[config.mk]
export PLATFORM = sky130hd
export DESIGN_NAME = fb_ddram_wrbuf
export DESIGN_NICKNAME = d
export VERILOG_FILES = /design/src/rtl/fb_wrbuf_pkg.sv /design/src/rtl/fb_wrbuf_fifo.sv /design/src/rtl/fb_ddram_wrbuf.sv
export SDC_FILE = /design/constraint.sdc
export NUM_CORES = 1
export LEC_CHECK = 0
export CELL_PAD_IN_SITES_DETAIL_PLACEMENT = 1
export CELL_PAD_IN_SITES_GLOBAL_PLACEMENT = 2
export CORE_MARGIN = 4
export CORE_UTILIZATION = 45
export CTS_BUF_LIST = sky130_fd_sc_hd__clkbuf_4
export DETAILED_ROUTE_END_ITERATION = 8
export GPL_TIMING_DRIVEN = 0
export PLACE_DENSITY_LB_ADDON = 0.2
export SYNTH_ARGS = -nofsm -noshare
export SYNTH_HDL_FRONTEND = slang
export SYNTH_SLANG_ARGS = --single-unit
[constraint.sdc]
create_clock -name clk -period 20.2 [get_ports clk]
set_input_delay 2.02 -clock clk [delete_from_list [all_inputs] [get_ports clk]]
set_output_delay 2.02 -clock clk [all_outputs]
set_load 0.005 [all_outputs]
[src/rtl/fb_wrbuf_pkg.sv]
// Shared types and constants for the frame-buffer DDRAM write buffer.
// One queued write is a packed {addr, din, be} record.
package fb_wrbuf_pkg;

   localparam int unsigned FB_AW    = 29;
   localparam logic [7:0]  FB_BURST = 8'd1;

   typedef struct packed {
      logic [FB_AW-1:0] addr;
      logic [63:0]      din;
      logic [7:0]       be;
   } fb_wr_t;

   // Newer bytes win where enabled; enables accumulate.
   function automatic fb_wr_t fb_merge(input fb_wr_t held, input fb_wr_t nw);
      fb_wr_t r;
      r = held;
      for (int unsigned i = 0; i < 8; i++) begin
         if (nw.be[i]) r.din[8*i +: 8] = nw.din[8*i +: 8];
      end
      r.be = held.be | nw.be;
      return r;
   endfunction

endpackage

[src/rtl/fb_wrbuf_fifo.sv]
// Single-clock FIFO of fb_wr_t records in register storage.
// Caller guarantees push only when accepted and pop only when non-empty.
module fb_wrbuf_fifo
   import fb_wrbuf_pkg::*;
#(
   parameter int unsigned DEPTH = 16
) (
   input  logic                     clk,
   input  logic                     rst,
   input  logic                     push,
   input  logic                     pop,
   input  fb_wr_t                   din,
   output fb_wr_t                   dout,
   output logic                     full,
   output logic                     empty,
   output logic [$clog2(DEPTH):0]   level
);

   localparam int unsigned PW = $clog2(DEPTH);
   localparam int unsigned LW = PW + 1;

   fb_wr_t         mem [DEPTH];
   logic [PW-1:0]  wr_ptr;
   logic [PW-1:0]  rd_ptr;

   always_ff @(posedge clk) begin
      if (push) mem[wr_ptr] <= din;
   end

   always_ff @(posedge clk) begin
      if (rst) begin
         wr_ptr <= '0;
         rd_ptr <= '0;
         level  <= '0;
      end else begin
         if (push) wr_ptr <= wr_ptr + PW'(1);
         if (pop)  rd_ptr <= rd_ptr + PW'(1);
         case ({push, pop})
            2'b10:   level <= level + LW'(1);
            2'b01:   level <= level - LW'(1);
            default: level <= level;
         endcase
      end
   end

   assign dout  = mem[rd_ptr];
   assign full  = (level == LW'(DEPTH));
   assign empty = (level == '0);

endmodule

[src/rtl/fb_ddram_wrbuf.sv]
// Write buffer from the rotator pixel port to the DDRAM Avalon-MM write port.
// Define JTFRAME_FB_MERGE_EN to merge same-address writes ahead of the FIFO.
module fb_ddram_wrbuf
   import fb_wrbuf_pkg::*;
#(
   parameter int unsigned AW    = 29,
   parameter int unsigned DEPTH = 16,
   parameter int unsigned HOLD  = 8
) (
   input  logic                    clk,
   input  logic                    rst,
   input  logic                    in_we,
   input  logic [AW-1:0]           in_addr,
   input  logic [63:0]             in_din,
   input  logic [7:0]              in_be,
   input  logic                    ovf_clr,
   input  logic                    DDRAM_BUSY,
   output logic [AW-1:0]           DDRAM_ADDR,
   output logic [63:0]             DDRAM_DIN,
   output logic [7:0]              DDRAM_BE,
   output logic                    DDRAM_WE,
   output logic [7:0]              DDRAM_BURSTCNT,
   output logic                    DDRAM_RD,
   output logic                    ovf,
   output logic [$clog2(DEPTH):0]  level
);

   logic   push_req, push, pop, drop, full, empty, fire;
   fb_wr_t in_wr, push_data, head;

   assign in_wr = '{addr: FB_AW'(in_addr), din: in_din, be: in_be};

   // A pop refills the output register: either it is idle or it completes now.
   assign fire = DDRAM_WE & ~DDRAM_BUSY;
   assign pop  = ~empty & (~DDRAM_WE | fire);
   assign push = push_req & (~full | pop);
   assign drop = push_req & full & ~pop;

`ifdef JTFRAME_FB_MERGE_EN
   logic       held_valid, same, expire;
   fb_wr_t     held;
   logic [7:0] hold_cnt;

   assign same   = held_valid & (held.addr == in_wr.addr);
   assign expire = held_valid & ~in_we & (hold_cnt == 8'(HOLD - 1));

   always_comb begin
      push_req  = 1'b0;
      push_data = held;
      if ((in_we && held_valid && !same) || expire) push_req = 1'b1;
   end

   always_ff @(posedge clk) begin
      if (rst) begin
         held_valid <= 1'b0;
         held       <= '0;
         hold_cnt   <= '0;
      end else if (in_we) begin
         held       <= same ? fb_merge(held, in_wr) : in_wr;
         held_valid <= 1'b1;
         hold_cnt   <= '0;
      end else if (expire) begin
         held_valid <= 1'b0;
         hold_cnt   <= '0;
      end else if (held_valid) begin
         hold_cnt   <= hold_cnt + 8'd1;
      end
   end
`else
   assign push_req  = in_we;
   assign push_data = in_wr;
`endif

   fb_wrbuf_fifo #(.DEPTH(DEPTH)) u_fifo (
      .clk   (clk),
      .rst   (rst),
      .push  (push),
      .pop   (pop),
      .din   (push_data),
      .dout  (head),
      .full  (full),
      .empty (empty),
      .level (level)
   );

   always_ff @(posedge clk) begin
      if (rst) begin
         DDRAM_WE   <= 1'b0;
         DDRAM_ADDR <= '0;
         DDRAM_DIN  <= '0;
         DDRAM_BE   <= '0;
      end else if (pop) begin
         DDRAM_WE   <= 1'b1;
         DDRAM_ADDR <= AW'(head.addr);
         DDRAM_DIN  <= head.din;
         DDRAM_BE   <= head.be;
      end else if (fire) begin
         DDRAM_WE   <= 1'b0;
      end
   end

   // A drop on the same edge as a clear leaves the flag set.
   always_ff @(posedge clk) begin
      if (rst)          ovf <= 1'b0;
      else if (drop)    ovf <= 1'b1;
      else if (ovf_clr) ovf <= 1'b0;
   end

   assign DDRAM_BURSTCNT = FB_BURST;
   assign DDRAM_RD       = 1'b0;

endmodule
==> impl_metrics.tcl <==
set metrics [dict create \
    clkPwrFrac_pct 35.3 \
    io_buffers 213 \
    synth_area_um2 65200 \
    cp-start-kind "primary input" \
    p_comb_share_pct 15.7 \
    rr_startpoint "u_fifo.rd_ptr[1]" \
    r2r_slack_ns 16.55 \
    htree_levels 5 \
    cp_max_fo 11 \
    max-cap-violations 0 \
    pre_cts_ws_ns 14.47 \
    grt.busiest_layer "met2" \
    place.gp.congestion 0.7236 \
    synth_top_cell_area_share_pct 74.43 \
    finalSetupViolCount 0 \
    grt_first_pass_wirelength_mm 248.2 \
    hpwlAfterDp_mm 109.2 \
    synth_area_leaders "edfxtp_1 (74%), mux4_2 (14%), dfxtp_1 (3.6%)" \
    cts_hold_buf 0 \
    cpPeakStageDelay_ns 0.63 \
    endpoint_kind "register" \
    yosysTopAreaCell "edfxtp_1" \
    seqPwrFrac_pct 48.9 \
    worst-r2r-cell-count 7 \
    power.density_nw_per_um2 108.5 \
    area_delta_synth_final_pct 19.10 \
    io_pins 223 \
    holdPathEnd "DDRAM_DIN[23]" \
    r2r-end "DDRAM_ADDR[18]" \
    cts_resized 0 \
    die_h_um 388.6 \
    postCtsSetupRepairBufs 0 \
    crit_family "buffers and inverters" \
    grt_pass1_vias 36518 \
    synth_area_per_cell_um2 22.39 \
    p_switching_uw 2163 \
    finalCriticalPeriod_ns 4.505 \
    grt.total_usage_pct 22.84 \
    final_layout_size_suffix_gt1_share_pct 33.59 \
    max-vdd-ir-drop_mv 0.05756 \
    p_sw_share_pct 25.68 \
    worst-path-buf-inv 8 \
    postRouteAntennaNets 0 \
    worstSetupPathType "in -> reg" \
    drc_errors 0 \
    slew_headroom_pct 10.48 \
    seq_area_frac_synth_pct 77.99 \
    routed_wl_mm 171.5 \
    nFillCells 12724 \
    clock-sinks 1732 \
    setup_slack_ns 15.70 \
    hold_start "DDRAM_DIN[23]" \
    die_area_um2 151000 \
    vias 33260 \
    core_um2 143800 \
    met1_usage_pct 29.15 \
    cts_root_buf "clkbuf_4" \
    status "complete, no violations" \
    wl_per_cell_um 28.68 \
    crit_path_frequent_cell "buf_6" \
    drt_first_pass_iters 5 \
    hold_viol 0 \
    path_clk_slew_ns 0.06 \
    cts_buffers 445 \
    synth.distinct_cells 44 \
    hold_path_depth 1 \
    clock.fmax_mhz 222.0 \
    tightest_slew_ns 1.343 \
    cts_tree "done" \
    use_met3_pct 5.139 \
    avgViaCountPerCell 5.563 \
    first_iter_violations 2837 \
    skew_ns 0.08705 \
    grt_antenna_before_repair 29 \
    min_period_over_period_pct 22.30 \
    yosys_register_bits 1732 \
    start_util_pct 45.33 \
    yosys_warnings 0 \
    fp-row-count 139 \
    layout.nets 3816 \
    hp-class "reg -> reg" \
    leakage_uw 0.02570 \
    syn_inst 2912 \
    grt-ovfl-total 0 \
    worstPathCellList "clkdlybuf4s50_1, clkbuf_1, inv_1, a31oi_1, nand2_1, nor3_2, buf_6, buf_6, buf_6, buf_6, buf_4" \
    total_power_uw 8424 \
    cts_buffer_depth 4 \
    grtUsageMet2_pct 38.84 \
    worstPathRequired_ns 21.11 \
    grt_max_degree 25 \
    arrival_ns 5.42 \
    rsz0062_at_grt "false" \
    drv_slew 0 \
    crit_slowest_cell "nor3_2" \
    fin_util_pct 53.99 \
    power.internal_uw 6261 \
    clock_latency_ns 1.30 \
    chipWidth_um 388.6 \
]
==> registers in the layout, summed over array words and instances, names as in the netlist <==
name and count:
u_fifo.rd_ptr 4, u_fifo.level 5, DDRAM_ADDR 29, u_fifo.wr_ptr 4, u_fifo.mem 1616, DDRAM_WE 1
DDRAM_DIN 64, DDRAM_BE 8, ovf 1
==> metrics by stage <==
step / hold slack, ns / setup TNS [ns] / cell area, µm² / instances
floorplan: 0.4606 / 0 / 65230 / 2919
global placement: 0.4505 / -235.42 / 69740 / 5035
detailed placement: 0.4532 / 0 / 71900 / 5160
CTS: 0.4677 / 0 / 77600 / 5958
global route: 0.4764 / 0 / 77630 / 5969
finish: 0.4673 / 0 / 77660 / 5979
==> power groups by stage <==
stage / clock network (µW) / registers, µW / logic (µW)
after floorplan: 0 / 4180 / 782
after global placement: 0 / 4230 / 1290
after detailed placement: 0 / 4200 / 1350
after CTS: 3070 / 4130 / 1350
after global routing: 3280 / 4130 / 1420
final: 2980 / 4120 / 1320
==> final cells by class <==
class                   count  area, µm²  area share, %
diodes                     21      52.55        0.06767
plain buffers             164      889.6          1.146
clock buffers             705       5293          6.815
clock inverters            93      407.9         0.5253
inverters                   6      22.52        0.02900
multi-input cells        1017      13580          17.48
flip-flops and latches   1732      50850          65.48
well taps                1903       2381          3.066
repair buffers            338       4183          5.386
==> placed cells by master, fill, tap and decap left out, types with 9 or more instances in the layout <==
cell and instances:
nor2_4 12, dfxtp_1 116, mux4_2 404, mux2i_1 206, edfxtp_1 1616, buf_1 22, clkbuf_1 51, a211o_1 101
clkbuf_4 705, buf_4 13, buf_2 59, diode_2 21, nor2_1 215, buf_16 10, conb_1 9, clkdlybuf4s50_1 213
buf_12 54, buf_6 73, clkinv_1 81
==> synth_stat cells, drive strengths merged <==
library cell,count
or4,1
inv,6
a31oi,3
a21o,2
buf,112
and2,1
a21bo,1
o211ai,2
a32oi,2
nor2,227
a32o,1
xnor2,5
edfxtp,1616
o311ai,1
a221oi,1
and3,3
mux4,404
a211oi,1
nor3,6
nand2b,2
dfxtp,116
nand3,5
a311oi,1
mux2,2
conb,2
ha,6
a21oi,5
a31o,1
a211o,101
nor2b,3
o21ai,3
nor4,2
nand2,6
o2111ai,1
clkbuf,52
a22o,1
mux2i,206
xor2,2
==> routing by layer <==
layer / share of wire, % / vias up
met5: 0.046 / -
met4: 2.6 / 10
met3: 6.1 / 311
met2: 51 / 1255
met1: 40 / 17625
li1: - / 14059
==> worst register-to-register path, delay by kind of cell, from the launching register on <==
kind	cells	cell delay, ns
DFF	1	0.33
muxes	2	0.83
and+or+nand+nor	1	0.07
buffers and inverters	3	2.05
AOI/OAI and AO/OA	1	0.23
==> cell families (layout without fill, tap and decap cells) <==
family	after synthesis	count (layout)	synth area share (%)
XOR/XNOR	7	7	0.09403
flip-flops	1732	1732	77.99
other	2	30	0.01152
buffers and inverters	170	1306	1.397
adder cells (fa/ha/maj)	6	6	0.1151
AND/OR/NAND/NOR	256	256	1.572
multiplexers	612	612	17.15
AO/OA/AOI/OAI	127	127	1.671
==> how the worst max path moves through the flow <==
stage | start | endpoint | slack, ns | cells after the start
6_report | in_we | u_fifo.mem[1][48] | 15.70 | 11
5_1_grt | in_we | u_fifo.mem[1][48] | 15.58 | 11
4_1_cts | u_fifo.level[0] | level[0] | 15.61 | 1
3_5_place_dp | in_we | u_fifo.mem[1][45] | 14.47 | 11
3_3_place_gp | in_we | u_fifo.mem[2][47] | -0.77 | 6
2_1_floorplan | in_we | u_fifo.mem[0][0] | 9.78 | 5
No activity file was read; power rests on OpenSTA's default activity.
